$ cat src/rtl/counter_timer_ctrl.sv
// counter_timer_ctrl
//
// Programmable sequencer for the counter datapath. A start pulse latches the
// period, prescale and mode, then an internal count advances on every
// prescaled tick. done pulses for one cycle at the end of each period; the
// run either ends (one-shot) or reloads (periodic). pause freezes the run,
// stop aborts it, and a new start restarts it from zero with new settings.
//
// Parameters
//   CNT_W     count / period width
//   PRE_W     prescaler width
//
// Ports
//   clk        clock, all logic on the rising edge
//   rst_n      synchronous active-low reset
//   start      pulse: latch period/prescale/mode and (re)start the count
//   stop       abort the run and return to idle
//   pause      level: hold the run while high
//   mode       0 = one-shot, 1 = periodic (auto-reload)
//   period     terminal count P (a start with P == 0 is rejected)
//   prescale   S; one tick every S+1 counting cycles
//   tick       combinational; high in the cycle whose edge advances the count
//   count_out  current count, registered
//   busy       registered; high while a run is active or paused
//   done       registered; one-cycle pulse at each period end
//   cfg_err    registered; one-cycle pulse when a start is rejected
module counter_timer_ctrl #(
    parameter int unsigned CNT_W = 4,
    parameter int unsigned PRE_W = 8
) (
    input  logic             clk,
    input  logic             rst_n,
    input  logic             start,
    input  logic             stop,
    input  logic             pause,
    input  logic             mode,
    input  logic [CNT_W-1:0] period,
    input  logic [PRE_W-1:0] prescale,
    output logic             tick,
    output logic [CNT_W-1:0] count_out,
    output logic             busy,
    output logic             done,
    output logic             cfg_err
);

    typedef enum logic [1:0] {
        ST_IDLE   = 2'd0,
        ST_RUN    = 2'd1,
        ST_PAUSED = 2'd2
    } state_t;

    state_t           state;
    state_t           state_d;

    // Configuration captured at an accepted start
    logic [CNT_W-1:0] per_q;
    logic [CNT_W-1:0] per_d;
    logic [PRE_W-1:0] pre_q;
    logic [PRE_W-1:0] pre_d;
    logic             mode_q;
    logic             mode_d;

    // Run-time counters and registered pulses
    logic [PRE_W-1:0] pre_cnt;
    logic [PRE_W-1:0] pre_cnt_d;
    logic [CNT_W-1:0] count_d;
    logic             done_d;
    logic             cfg_err_d;

    logic             start_ok;
    logic             pre_hit;

    assign start_ok = start && (period != '0);
    assign pre_hit  = (pre_cnt == pre_q);

    // Any control input that outranks the tick suppresses it for this cycle.
    assign tick = (state == ST_RUN) && !stop && !start && !pause && pre_hit;

    // ------------------------------------------------------------------
    // State register and datapath registers
    // ------------------------------------------------------------------
    always_ff @(posedge clk) begin
        if (!rst_n) begin
            state     <= ST_IDLE;
            per_q     <= '0;
            pre_q     <= '0;
            mode_q    <= 1'b0;
            pre_cnt   <= '0;
            count_out <= '0;
            busy      <= 1'b0;
            done      <= 1'b0;
            cfg_err   <= 1'b0;
        end else begin
            state     <= state_d;
            per_q     <= per_d;
            pre_q     <= pre_d;
            mode_q    <= mode_d;
            pre_cnt   <= pre_cnt_d;
            count_out <= count_d;
            busy      <= (state_d != ST_IDLE);
            done      <= done_d;
            cfg_err   <= cfg_err_d;
        end
    end

    // ------------------------------------------------------------------
    // Next-state and datapath update, priority stop > start > pause > tick
    // ------------------------------------------------------------------
    always_comb begin
        state_d   = state;
        per_d     = per_q;
        pre_d     = pre_q;
        mode_d    = mode_q;
        pre_cnt_d = pre_cnt;
        count_d   = count_out;
        done_d    = 1'b0;
        cfg_err_d = 1'b0;

        if (stop) begin
            // stop also masks a simultaneous start; in idle it does nothing.
            if (state != ST_IDLE) begin
                state_d   = ST_IDLE;
                count_d   = '0;
                pre_cnt_d = '0;
            end
        end else if (start) begin
            if (start_ok) begin
                per_d     = period;
                pre_d     = prescale;
                mode_d    = mode;
                count_d   = '0;
                pre_cnt_d = '0;
                state_d   = ST_RUN;
            end else begin
                // Rejected start: the current run is left exactly as it was,
                // so this cycle is a frozen cycle for the prescaler.
                cfg_err_d = 1'b1;
            end
        end else begin
            case (state)
                ST_RUN: begin
                    if (pause) begin
                        state_d = ST_PAUSED;
                    end else if (pre_hit) begin
                        pre_cnt_d = '0;
                        if (count_out != per_q) begin
                            count_d = count_out + CNT_W'(1);
                        end else begin
                            done_d = 1'b1;
                            if (mode_q) begin
                                count_d = '0;
                            end else begin
                                // One-shot: count_out keeps P in idle.
                                state_d = ST_IDLE;
                            end
                        end
                    end else begin
                        pre_cnt_d = pre_cnt + PRE_W'(1);
                    end
                end
                ST_PAUSED: begin
                    // The release cycle itself is still frozen; counting
                    // resumes from the held values on the following cycle.
                    if (!pause) begin
                        state_d = ST_RUN;
                    end
                end
                default: begin
                    state_d = ST_IDLE;
                end
            endcase
        end
    end

endmodule

$ cat config.mk
export PLATFORM = sky130hd
export DESIGN_NAME = counter_timer_ctrl
export DESIGN_NICKNAME = d
export VERILOG_FILES = /design/src/rtl/counter_timer_ctrl.sv
export SDC_FILE = /design/constraint.sdc
export NUM_CORES = 1
export LEC_CHECK = 0
export BUFFER_PORTS_ARGS = -buffer_cell sky130_fd_sc_hd__buf_2
export CAP_MARGIN = 40
export CORE_ASPECT_RATIO = 0.6
export CORE_UTILIZATION = 62
export CTS_BUF_LIST = sky130_fd_sc_hd__clkbuf_4
export CTS_CLUSTER_DIAMETER = 150
export DETAILED_ROUTE_END_ITERATION = 6
export PLACE_DENSITY = 0.89
export RECOVER_POWER = 50
export SLEW_MARGIN = 20
export SYNTH_ARGS = -nofsm -noshare
export SYNTH_HDL_FRONTEND = slang
export SYNTH_SLANG_ARGS = --single-unit
$ cat constraint.sdc
create_clock -name clk -period 5.4 [get_ports clk]
set_input_delay 1.08 -clock clk [delete_from_list [all_inputs] [get_ports clk]]
set_output_delay 1.08 -clock clk [all_outputs]
set_load 0.01 [all_outputs]
==> After elaboration in Yosys (flattened, before gate mapping) <==
Cells that the tools add are included.
{ "totals": {"regBits": 30, "rom_bits": 0, "latchBits": 0, "wordCells": 70, "mem_count": 0, "out_inout_bits": 8, "input_bits": 18, "ramBits": 0} }
{ "op_classes": {"n_lt_le_gt_ge": 0, "n_mux": 28, "reduce_logical": 19, "eq_ne": 7, "n_bitwise": 5, "n_shift": 0, "n_addsub": 2, "n_mul": 0, "n_div": 0} }
{ "op_table": {"columns": ["op", "n"], "rows": [
  ["8-bit two-way mux", 7],
  ["4-bit two-way mux", 9],
  ["2-bit two-way mux", 9],
  ["8-bit by 1-bit adder with 8-bit output, second input constant", 1],
  ["8-bit == test", 1],
  ["4-bit nonzero test", 2],
  ["6-bit AND reduction", 1],
  ["3-bit nonzero test", 2],
  ["6-bit OR reduction", 1],
  ["1-bit logical AND", 5],
  ["1-bit NOT", 5],
  ["4-bit by 1-bit adder with 4-bit output, second input constant", 1],
  ["4-bit inequality test", 1],
  ["2-bit one-hot mux with 2 select lines", 1],
  ["4-bit AND reduction", 1],
  ["2-bit nonzero test", 2],
  ["1-bit logical NOT", 3],
  ["3-bit by 1-bit inequality test with 1-bit output, second input constant", 1],
  ["3-bit inequality test, second input constant", 1],
  ["3-bit AND reduction", 1],
  ["3-bit OR reduction", 1],
  ["2-bit by 1-bit == test with 1-bit output, second input constant", 1],
  ["2-bit == test, second input constant", 1],
  ["1-bit two-way mux", 2],
  ["2-bit by 1-bit inequality test with 1-bit output, second input constant", 1]
]} }

==> Longest topological paths before layout <==
Gate-level depths: netlist of run 1.
{ "depth": {"ltp_word": 8, "mapped_depth": 7, "depth_no_buf": 7} }

==> Worst setup path before layout of run 1 <==
Ideal clock, no wire load.
{ "synth_timing": {"path_type": "input to output", "start": "in pause", "end": "out tick", "cell_stages": 2, "arrival_time_ns": 1.649, "path_buffers": 0, "path_slack_ns": 2.671, "required_time_ns": 4.320, "path_cell_list": "nand2b_1 > nor4_1"} }
{ "synth_between": {"elab_chain_len": 3} }
{ "synth_lines": {"columns": ["element", "line", "source"], "rows": [
  ["from (decl)", "35", "input logic pause,"],
  ["1-bit logical NOT", null, null],
  ["1-bit logical AND (2 in a row)", "77", "assign tick = (state == ST_RUN) && !stop && !start && !pause && pre_hit;"],
  ["to (decl)", "39", "output logic tick,"]
]} }
No other way between the ends.

==> Worst setup path after layout of run 1 <==
{ "layout_timing": {"start": "reg pre_cnt[1]", "end": "out tick"} }
{ "layout_between": {"elab_chain_len": 2} }
{ "layout_lines": {"columns": ["element", "line", "source"], "rows": [
  ["from (decl)", "64", "logic [PRE_W-1:0] pre_cnt;"],
  ["from (signal assigned)", "98", "pre_cnt <= pre_cnt_d;"],
  ["8-bit == test", "74", "assign pre_hit = (pre_cnt == pre_q);"],
  ["1-bit logical AND", "77", null]
]} }
No other way between the ends.

==> results of run 1 <==
-- flip-flops by register name, indices dropped and copies added, names as in the netlist --
register	cells
done	1
per_q	4
cfg_err	1
count_out	4
pre_q	8
state	2
busy	1
pre_cnt	8
mode_q	1
-- kinds of logic after synthesis --
| kind of cell | Yosys count | share of synthesized area, % |
|---|---|---|
| and+or+nand+nor | 74 | 26.4 |
| AOI/OAI and AO/OA | 33 | 16.4 |
| DFF | 30 | 38.7 |
| xor gates and xnor gates | 19 | 10.7 |
| buffers and inverters | 12 | 3.07 |
| adders and majority gates | 5 | 4.04 |
| muxes | 1 | 0.646 |
-- power groups by stage --
stage                     sequential [uW]  clock (uW)  combinational [uW]
after floorplan                       238           0                42.9
after detailed placement              239           0                60.6
after CTS                             234         118                61.1
after global routing                  235         128                64.9
final                                 235         119                59.2
after global placement                239           0                56.5
-- routing by layer --
layer,vias up,track usage (%),share of wire [%]
met5,-,0,0
met1,652,36.5,43
li1,666,-,-
met4,0,22.3,3.3
met2,93,50.3,44
met3,22,10.6,9.4
-- per-stage QoR --
step	util [%]	setup WS, ps	power [uW]	hold slack, ps	area, sq um
3_5_place_dp	74.7	2540	300	476	1690
3_3_place_gp	74.7	2570	295	466	1690
6_report	75.3	2120	413	489	1700
4_1_cts	76.5	2440	413	488	1730
2_1_floorplan	-	2670	281	455	1550
5_1_grt	75.3	1960	428	503	1700
-- placed cells by master, fill, tap and decap left out, types with 2 or more instances in the layout --
cell type   n
nand2_1    28
a21boi_0   10
inv_1       6
o2111ai_1   3
nand3_1     3
or4_1       4
xnor2_1     8
nor3_1      2
o21ai_0     3
buf_2      16
clkbuf_1    9
dfxtp_1    30
and2_1      4
nor2_1      9
nor4_1      3
nor2b_1     5
xor2_1     11
and4_1      2
clkbuf_4    5
a22oi_1     4
nand4_1     6
o211ai_1    4
a21oi_1     2
and3_1      3
ha_1        5
-- worst min-delay path, delay by kind of cell, from the launching register on --
kind	cells	cell delay, ps
and+or+nand+nor	1	50
DFF	1	330
AOI/OAI and AO/OA	1	60
-- worst min-delay path by stage --
stage / startpoint / endpoint / slack [ps] / cells past startpoint
global placement: pre_q[4]$_SDFFE_PN0P_ / pre_q[4]$_SDFFE_PN0P_ / 470 / 2
global route: pre_q[0]$_SDFFE_PN0P_ / pre_q[0]$_SDFFE_PN0P_ / 500 / 2
finish: pre_q[2]$_SDFFE_PN0P_ / pre_q[2]$_SDFFE_PN0P_ / 490 / 2
detailed placement: pre_q[2]$_SDFFE_PN0P_ / pre_q[2]$_SDFFE_PN0P_ / 480 / 2
floorplan: pre_q[7]$_SDFFE_PN0P_ / pre_q[7]$_SDFFE_PN0P_ / 460 / 2
CTS: pre_q[2]$_SDFFE_PN0P_ / pre_q[2]$_SDFFE_PN0P_ / 490 / 2
-- final cells by class --
class,count,area [sq um]
timing repair buffer,25,114
inverter,6,22.5
fill,169,558
tap,30,37.5
sequential,30,601
clock buffer,5,37.5
clock inverter,1,3.75
multi-input combinational,132,887
==> out/results.tsv, run 1 <==
metric	value	unit
rsz0062_at_grt	false	
yosys_warnings	0	
route.detailed.drc	0	
pwr-share-comb	14.3	%
power_density	243	mW/mm^2
die_area	0.00271	sq mm
cp_top_family	simple AND/OR/NAND/NOR gates	
yosysTopAreaCellShare	38.7	%
async_flop_share	0	%
endpoint	tick	
ff2ff_setup_slack	3240	ps
globalplace.congestion	0.879	
cts.sinks	30	
viasPerCell	6.26	
grt_overflow	0	
synth_area_per_cell	8.91	sq um
die_y	40.7	microns
crit_buf_inv	1	
startpoint	pre_cnt[1]$_SDFFE_PN0P_	
vias	1433	
finalCritPeriodShare	60.8	%
cts_tree	yes	
fmax	305	MHz
clock_latency	330	ps
die_w	66.6	microns
r2r-end	pre_cnt[6]$_SDFFE_PN0P_	
portBuffers	25	
synth_seq_area_share	38.7	%
area_growth	9.85	%
cts_max_path_buffers	2	
path_cells	xor2_1 -> nor4_1 -> nand2_2 -> nor4_1 -> buf_2	
reg2reg_depth	5	
ys_top_cells_by_count	30 x dfxtp_1, 28 x nand2_1, 11 x xor2_1	
avgRoutedWirePerCell	16.7	microns
setup.worst_path.start_class	register	
cts_inserted_buffers	5	
final-setup-viol-count	0	
grt_pass1_wl	5700	microns
reg2reg_from	pre_cnt[1]$_SDFFE_PN0P_	
path_common_cell	nor4_1	
post-dp-hpwl	2770	microns
cell_internal_pwr	295	uW
dr.pass1.iters	4	
worst_slew_pin_slew	846	ps
synth_most_common_cell	dfxtp_1	
synth_top_cell_by_area	dfxtp_1	
ys.flop_type	dfxtp_1	
crit_cells	5	
syn-num-nets	197	
final_max_slew_viol_count	0	
cts-resized-gates	0	
drt_iter0_markers	123	
power_frac_seq	56.8	%
status	finished clean	
post-route-min-period	3280	ps
path_clk_slew	90	ps
fin_nets	223	
clockPowerShare	28.9	%
grt_usage	31.3	%
power_switching_share	28.6	%
synth_area_leaders	dfxtp_1 39%, nand2_1 6.8%, xor2_1 6.2%	
cp.required	4320	ps
power_switching	118	uW
slowest_delay	660	ps
synth_area	0.00155	sq mm
stdcell_count	229	
root_buffer	clkbuf_4	
p_leak	0.000658	uW
antenna_left	0	
core_area	0.00226	sq mm
vdd_drop_max	0.180	mV
antenna_found_initial	0	
io_pins	26	
tns	0	ps
drive_gt1_share	14.1	%
wirelength	3830	microns
crit_slowest_cell	nor4_1	
cts_hold_buf	0	
initial_core_util	68.6	%
hold_violations	0	
synth_cell_types	37	
crit_type	reg2out	
arrival	2200	ps
min-delay-path-class	reg2reg	
dp.cells	223	
ys_ff_latch	30	
synth-edff-count	0	
cap_violations	0	
crit_path_max_fanout	4	
rows	13	
h-tree-depth	2	
syn_inst	174	
grt_pass1_vias	1204	
max_slew_margin	43.1	%
critPathCaptureType	output port	
grt_max_degree	26	
clock_skew	5.67	ps
post_cts_buffers	0	
antenna_cells	0	
(Power assumes the default switching activity.)
==> run 2, diff against run 1 <==
ABC_AREA = 1   (was default)
CORE_UTILIZATION = 52   (was 62)
PLACE_DENSITY = 0.79   (was 0.89)
clock period = 3 ns   (was 5.4 ns; I/O delays follow)
==> run 2 against run 1 <==
- clock-buffer cell count stayed put
- sequential share of layout area is 2.5 points lower
- combinational power is 140% higher
- worst hold slack worse by 13 ps
- register-to-register slack worse by 2000 ps
- via count is 1.9% higher
- worst setup slack worse by 1200 ps
- die area is 24% higher
- critical path depth is 4 higher
==> out/results.tsv, run 2 <==
metric	value	unit	change
path_common_cell	nand2_1		
root_buffer	clkbuf_4		
grt_overflow	0		unchanged
syn_inst	241		+39%
grt_max_degree	16		-38%
yosys_warnings	0		unchanged
cts_tree	yes		
clock_latency	330	ps	about the same
hold_violations	0		unchanged
vias	1460		+1.9%
stdcell_count	312		+36%
dpl-instance-area	0.00180	sq mm	+6.9%
grt_pass1_wl	5200	microns	-8.8%
synth_seq_area_share	36.8	%	-1.9 points
route.detailed.drc	0		unchanged
synth_cell_types	26		-30%
synth_area_per_cell	6.76	sq um	-24%
h-tree-depth	2		unchanged
ys_top_cells_by_count	78 x nand2_1, 31 x inv_1, 30 x dfxtp_1		
antenna_found_initial	0		unchanged
synth-edff-count	0		unchanged
fin_nets	294		+32%
io_pins	26		unchanged
cts-resized-gates	0		unchanged
wirelength	3280	microns	-14%
post-dp-hpwl	2490	microns	-10%
clockPowerShare	27.3	%	-1.6 points
status	finished clean		
drive_gt1_share	17.0	%	+3.0 points
ys.flop_type	dfxtp_1		
pwr-share-comb	18.2	%	+3.9 points
final-setup-viol-count	0		unchanged
die_y	45.4	microns	+11%
syn-num-nets	264		+34%
critPathCaptureType	output port		
dr.pass1.iters	4		unchanged
ys_ff_latch	30		unchanged
synth_most_common_cell	nand2_1		
power_switching	243	uW	+110%
min-delay-path-class	reg2reg		
fmax	470	MHz	
post-route-min-period	2130	ps	
globalplace.congestion	0.861		-2.1%
cp.required	2400	ps	-1920 ps
path_clk_slew	90	ps	about the same
post_cts_buffers	0		unchanged
clock_skew	8.69	ps	+3.02 ps
vdd_drop_max	0.274	mV	+52%
worst_slew_pin_slew	663	ps	-183 ps
cap_violations	0		unchanged
setup.worst_path.start_class	register		
dp.cells	306		+37%
viasPerCell	4.68		-25%
rsz0062_at_grt	false		
die_area	0.00337	sq mm	+24%
power_switching_share	30.8	%	+2.2 points
reg_top3	pre_cnt: 8 flops, pre_q: 8 flops		
p_leak	0.000805	uW	+22%
initial_core_util	55.7	%	-13 points
portBuffers	25		unchanged
max_slew_margin	55.8	%	+13 points
arrival	1530	ps	-670 ps
path_cells	inv_2 -> nand2_1 -> nand2_1 -> nor2_1 -> nand2_1 -> nor2_2 -> inv_2 -> nor2_1 -> buf_2		
crit_type	reg2out		
synth_area_leaders	dfxtp_1 37%, nand2_1 18%, inv_1 7.1%		
fillers	295		+75%
cell_internal_pwr	546	uW	+85%
layout_commonest_cell	nand2_1		
avgRoutedWirePerCell	10.5	microns	-37%
area_growth	12.3	%	
power_density	431	mW/mm^2	+78%
cts_hold_buf	0		unchanged
core_area	0.00293	sq mm	+29%
drt_iter0_markers	78		-37%
grt_pass1_vias	1172		-2.7%
synth_top_cell_by_area	dfxtp_1		
finalCritPeriodShare	70.9	%	
final_max_slew_viol_count	0		unchanged
multi_input_area	866	sq um	-2.4%
synth_area	0.00163	sq mm	+5.2%
layout_common_cells	78 x nand2_1, 31 x inv_1, 30 x dfxtp_1, 19 x nor2_1, 19 x a21oi_1		
antenna_cells	0		unchanged
cts.sinks	30		unchanged
power_frac_seq	54.5	%	-2.3 points
tns	0	ps	unchanged
cts_max_path_buffers	2		unchanged
grt_usage	21.6	%	-9.7 points
final_util	62.5	%	-13 points
crit_slowest_cell	dfxtp_1		
rows	15		+2
slowest_delay	410	ps	-250 ps
die_w	74.3	microns	+12%
yosysTopAreaCellShare	36.8	%	-1.9 points
async_flop_share	0	%	unchanged
antenna_left	0		unchanged
holdWs	476	ps	-13.4 ps
fin_area	0.00183	sq mm	+7.5%
crit_path_max_fanout	4		unchanged
seqCellArea	601	sq um	unchanged
cts_inserted_buffers	5		unchanged
[run 2: final timing paths]
kind                              to                     from  cells past startpoint  slack, ps
min            pre_q[3]$_SDFFE_PN0P_    pre_q[3]$_SDFFE_PN0P_                      2        480
max                             tick  pre_cnt[0]$_SDFFE_PN0P_                      9        870
min reg2reg    pre_q[3]$_SDFFE_PN0P_    pre_q[3]$_SDFFE_PN0P_                      2        480
max reg2reg  pre_cnt[5]$_SDFFE_PN0P_      state[1]$_SDFF_PN0_                     10       1250
[run 2: logic make-up after synthesis]
family / count (synthesis) / share of synthesized area (%)
and+or+nand+nor: 123 / 35.2
adders and majority gates: 5 / 3.84
DFF: 30 / 36.8
AOI/OAI and AO/OA: 37 / 12.4
buffers and inverters: 43 / 10.1
xor gates and xnor gates: 3 / 1.61
[run 2: layer usage]
| metal | up-vias | global-route usage [%] | part of all wire, % |
|---|---|---|---|
| met5 | - | 0 | 0 |
| met4 | 0 | 10.2 | 2.0 |
| met2 | 31 | 28.0 | 38 |
| li1 | 807 | - | - |
| met3 | 6 | 6.64 | 4.8 |
| met1 | 616 | 32.0 | 56 |
[run 2: metrics by stage]
step	setup WS (ps)	total power [uW]
2_1_floorplan	1250	543
5_1_grt	727	836
4_1_cts	855	799
6_report	873	789
3_5_place_dp	1010	584
3_3_place_gp	1030	582
[run 2: worst max-delay path: cells and delay by family, from the launching register on]
kind,cells,cell delay (ps)
buffers and inverters,3,270
AND/OR/NAND/NOR,6,520
flip-flops,1,410
[run 2: power by group through the flow]
stage               logic (uW)  registers (uW)  clock network [uW]
finish                     144             430                 215
global route               165             433                 239
CTS                        145             430                 224
detailed placement         145             439                   0
global placement           143             439                   0
floorplan                  104             439                   0
[run 2: area by class of cell]
cell class | count | share of cell area (%)
multi-input combinational | 168 | 47.3
sequential | 30 | 32.8
inverter | 40 | 8.34
timing repair buffer | 26 | 6.43
tap | 42 | 2.87
clock buffer | 5 | 2.05
clock inverter | 1 | 0.205
==> run 3, diff against run 2 <==
CORE_UTILIZATION = 58   (was 52)
PLACE_DENSITY = 0.83   (was 0.79)
clock period = 2.2 ns   (was 3 ns; I/O delays follow)
==> run 3 against run 2 <==
- worst hold slack lost 84 ps
- non-clock buffer count did not move
- total power rose by 40%
- final cell count down 2.6%
- clock skew down 3.7 ps
- combinational power increased by 37%
- register-to-register slack worse by 790 ps
- die area fell by 10%
- wire length fell by 0.76%
- highest routed layer unchanged
==> out/results.tsv, run 3 (same netlist as run 2, synthesis figures left out) <==
metric	value	unit	change
status	finished clean		
drive_gt1_share	18.0	%	+0.98 points
final_max_slew_viol_count	0		unchanged
fillers	238		-19%
route.detailed.drc	0		unchanged
avgRoutedWirePerCell	10.7	microns	+1.8%
die_area	0.00303	sq mm	-10%
post-route-min-period	2010	ps	
gr-usage-met3	6.41	%	-0.22 points
grt_usage	24.1	%	+2.5 points
arrival	1570	ps	+40 ps
worst_slew_pin_slew	708	ps	+44.7 ps
power_switching	336	uW	+38%
path_clk_slew	100	ps	about the same
die_y	43.1	microns	-5.1%
cts_tree	yes		
grt_max_degree	16		unchanged
power_switching_share	30.4	%	-0.39 points
viasPerCell	4.82		+3.0%
area_growth	12.4	%	about the same
rsz0062_at_grt	false		
use_met2	34.1	%	+6.1 points
core_area	0.00257	sq mm	-12%
clockPowerShare	28.9	%	+1.6 points
fin_nets	294		unchanged
hold_violations	0		unchanged
wirelength	3250	microns	-0.76%
antenna_cells	0		unchanged
tns	0	ps	unchanged
layout_commonest_cell	nand2_1		
cts_hold_buf	0		unchanged
min-delay-path-class	in2reg		
max_slew_margin	52.8	%	-3.0 points
cts-resized-gates	0		unchanged
vias	1465		+0.34%
antenna_found_initial	0		unchanged
grt_pass1_vias	1299		+11%
finalCritPeriodShare	91.2	%	
power_density	603	mW/mm^2	+40%
power_frac_seq	53.1	%	-1.4 points
dpl-instance-area	0.00179	sq mm	-0.69%
use_met1	34.5	%	+2.5 points
clock_latency	320	ps	about the same
post_cts_buffers	0		unchanged
io_pins	26		unchanged
dr.pass1.iters	4		unchanged
cts_max_path_buffers	2		unchanged
die_w	70.4	microns	-5.2%
cp.required	1760	ps	-640 ps
final-setup-viol-count	0		unchanged
crit_path_max_fanout	4		unchanged
post-dp-hpwl	2490	microns	about the same
fmax	499	MHz	
layout_common_cells	78 x nand2_1, 31 x inv_1, 30 x dfxtp_1, 19 x nor2_1, 19 x a21oi_1		
cap_violations	0		unchanged
p_leak	0.000816	uW	+1.4%
h-tree-depth	2		unchanged
reg_top3	pre_cnt: 8 flops, pre_q: 8 flops		
cell_internal_pwr	769	uW	+41%
grt_pass1_wl	5550	microns	+6.9%
root_buffer	clkbuf_4		
setup.worst_path.start_class	register		
rows	14		-1
initial_core_util	63.3	%	+7.6 points
fin_area	0.00183	sq mm	about the same
pwr-share-comb	17.9	%	-0.3 points
vdd_drop_max	0.396	mV	+45%
clock_skew	5.00	ps	-3.69 ps
cts.sinks	30		unchanged
grt_overflow	0		unchanged
globalplace.congestion	0.863		+0.30%
drt_iter0_markers	59		-24%
critPathCaptureType	output port		
holdWs	392	ps	-84.4 ps
cts_inserted_buffers	5		unchanged
top_usage_layer	met1		
portBuffers	25		unchanged
antenna_left	0		unchanged
crit_type	reg2out		
-- run 3: changes by cell type in the layout (fill, tap and decap cells not counted) --
cell	change
clkinv_2	+1
buf_2	+1
clkbuf_4	+1
clkbuf_1	-1
-- run 3: worst max-delay path, stage by stage, from the launching register on --
cell     delay, ps
dfxtp_1        410
inv_2           70
nand2_1         60
nand2_1         40
nor2_1         150
nand2_1         90
nor2_2         130
inv_2           80
nor2_1          80
buf_2          130
-- run 3: area by class of cell --
type,count,area (sq um),area share (%)
repair buffers,26,119,6.49
inverters,40,153,8.33
flip-flops and latches,30,601,32.8
clock buffers,6,45.0,2.46
multi-input cells,168,866,47.3
well taps,32,40.0,2.19
clock inverters,2,8.76,0.478
-- run 3: power by group through the flow --
stage | logic [uW] | registers [uW] | clock network [uW]
after floorplan | 142 | 598 | 0
after global placement | 195 | 599 | 0
after detailed placement | 200 | 599 | 0
after CTS | 200 | 586 | 331
after global routing | 225 | 591 | 352
final | 198 | 587 | 320
-- run 3: final timing paths --
check                                             start                      end  slack [ps]  depth (start not counted)
worst max-delay path            pre_cnt[0]$_SDFFE_PN0P_                     tick         190                          9
worst min-delay path                          period[0]    per_q[0]$_SDFFE_PN0P_         390                          3
worst max register to register      state[1]$_SDFF_PN0_  pre_cnt[5]$_SDFFE_PN0P_         460                         10
worst min register to register    pre_q[1]$_SDFFE_PN0P_    pre_q[1]$_SDFFE_PN0P_         470                          2
-- run 3: routing by layer --
metal  wire length (microns)  vias up
met2                    1250       33
met1                    1780      622
met3                     189        4
met5                       0        -
met4                      36        0
li1                        -      806
-- run 3: metrics by stage --
| stage | setup WS, ps | util (%) | power, uW | instances |
|---|---|---|---|---|
| 4_1_cts | 196 | 71.7 | 1120 | 304 |
| 3_3_place_gp | 491 | 69.6 | 793 | 296 |
| 3_5_place_dp | 479 | 69.6 | 798 | 296 |
| 5_1_grt | 91.2 | 71.1 | 1170 | 304 |
| 2_1_floorplan | 648 | - | 740 | 241 |
| 6_report | 194 | 71.1 | 1100 | 304 |
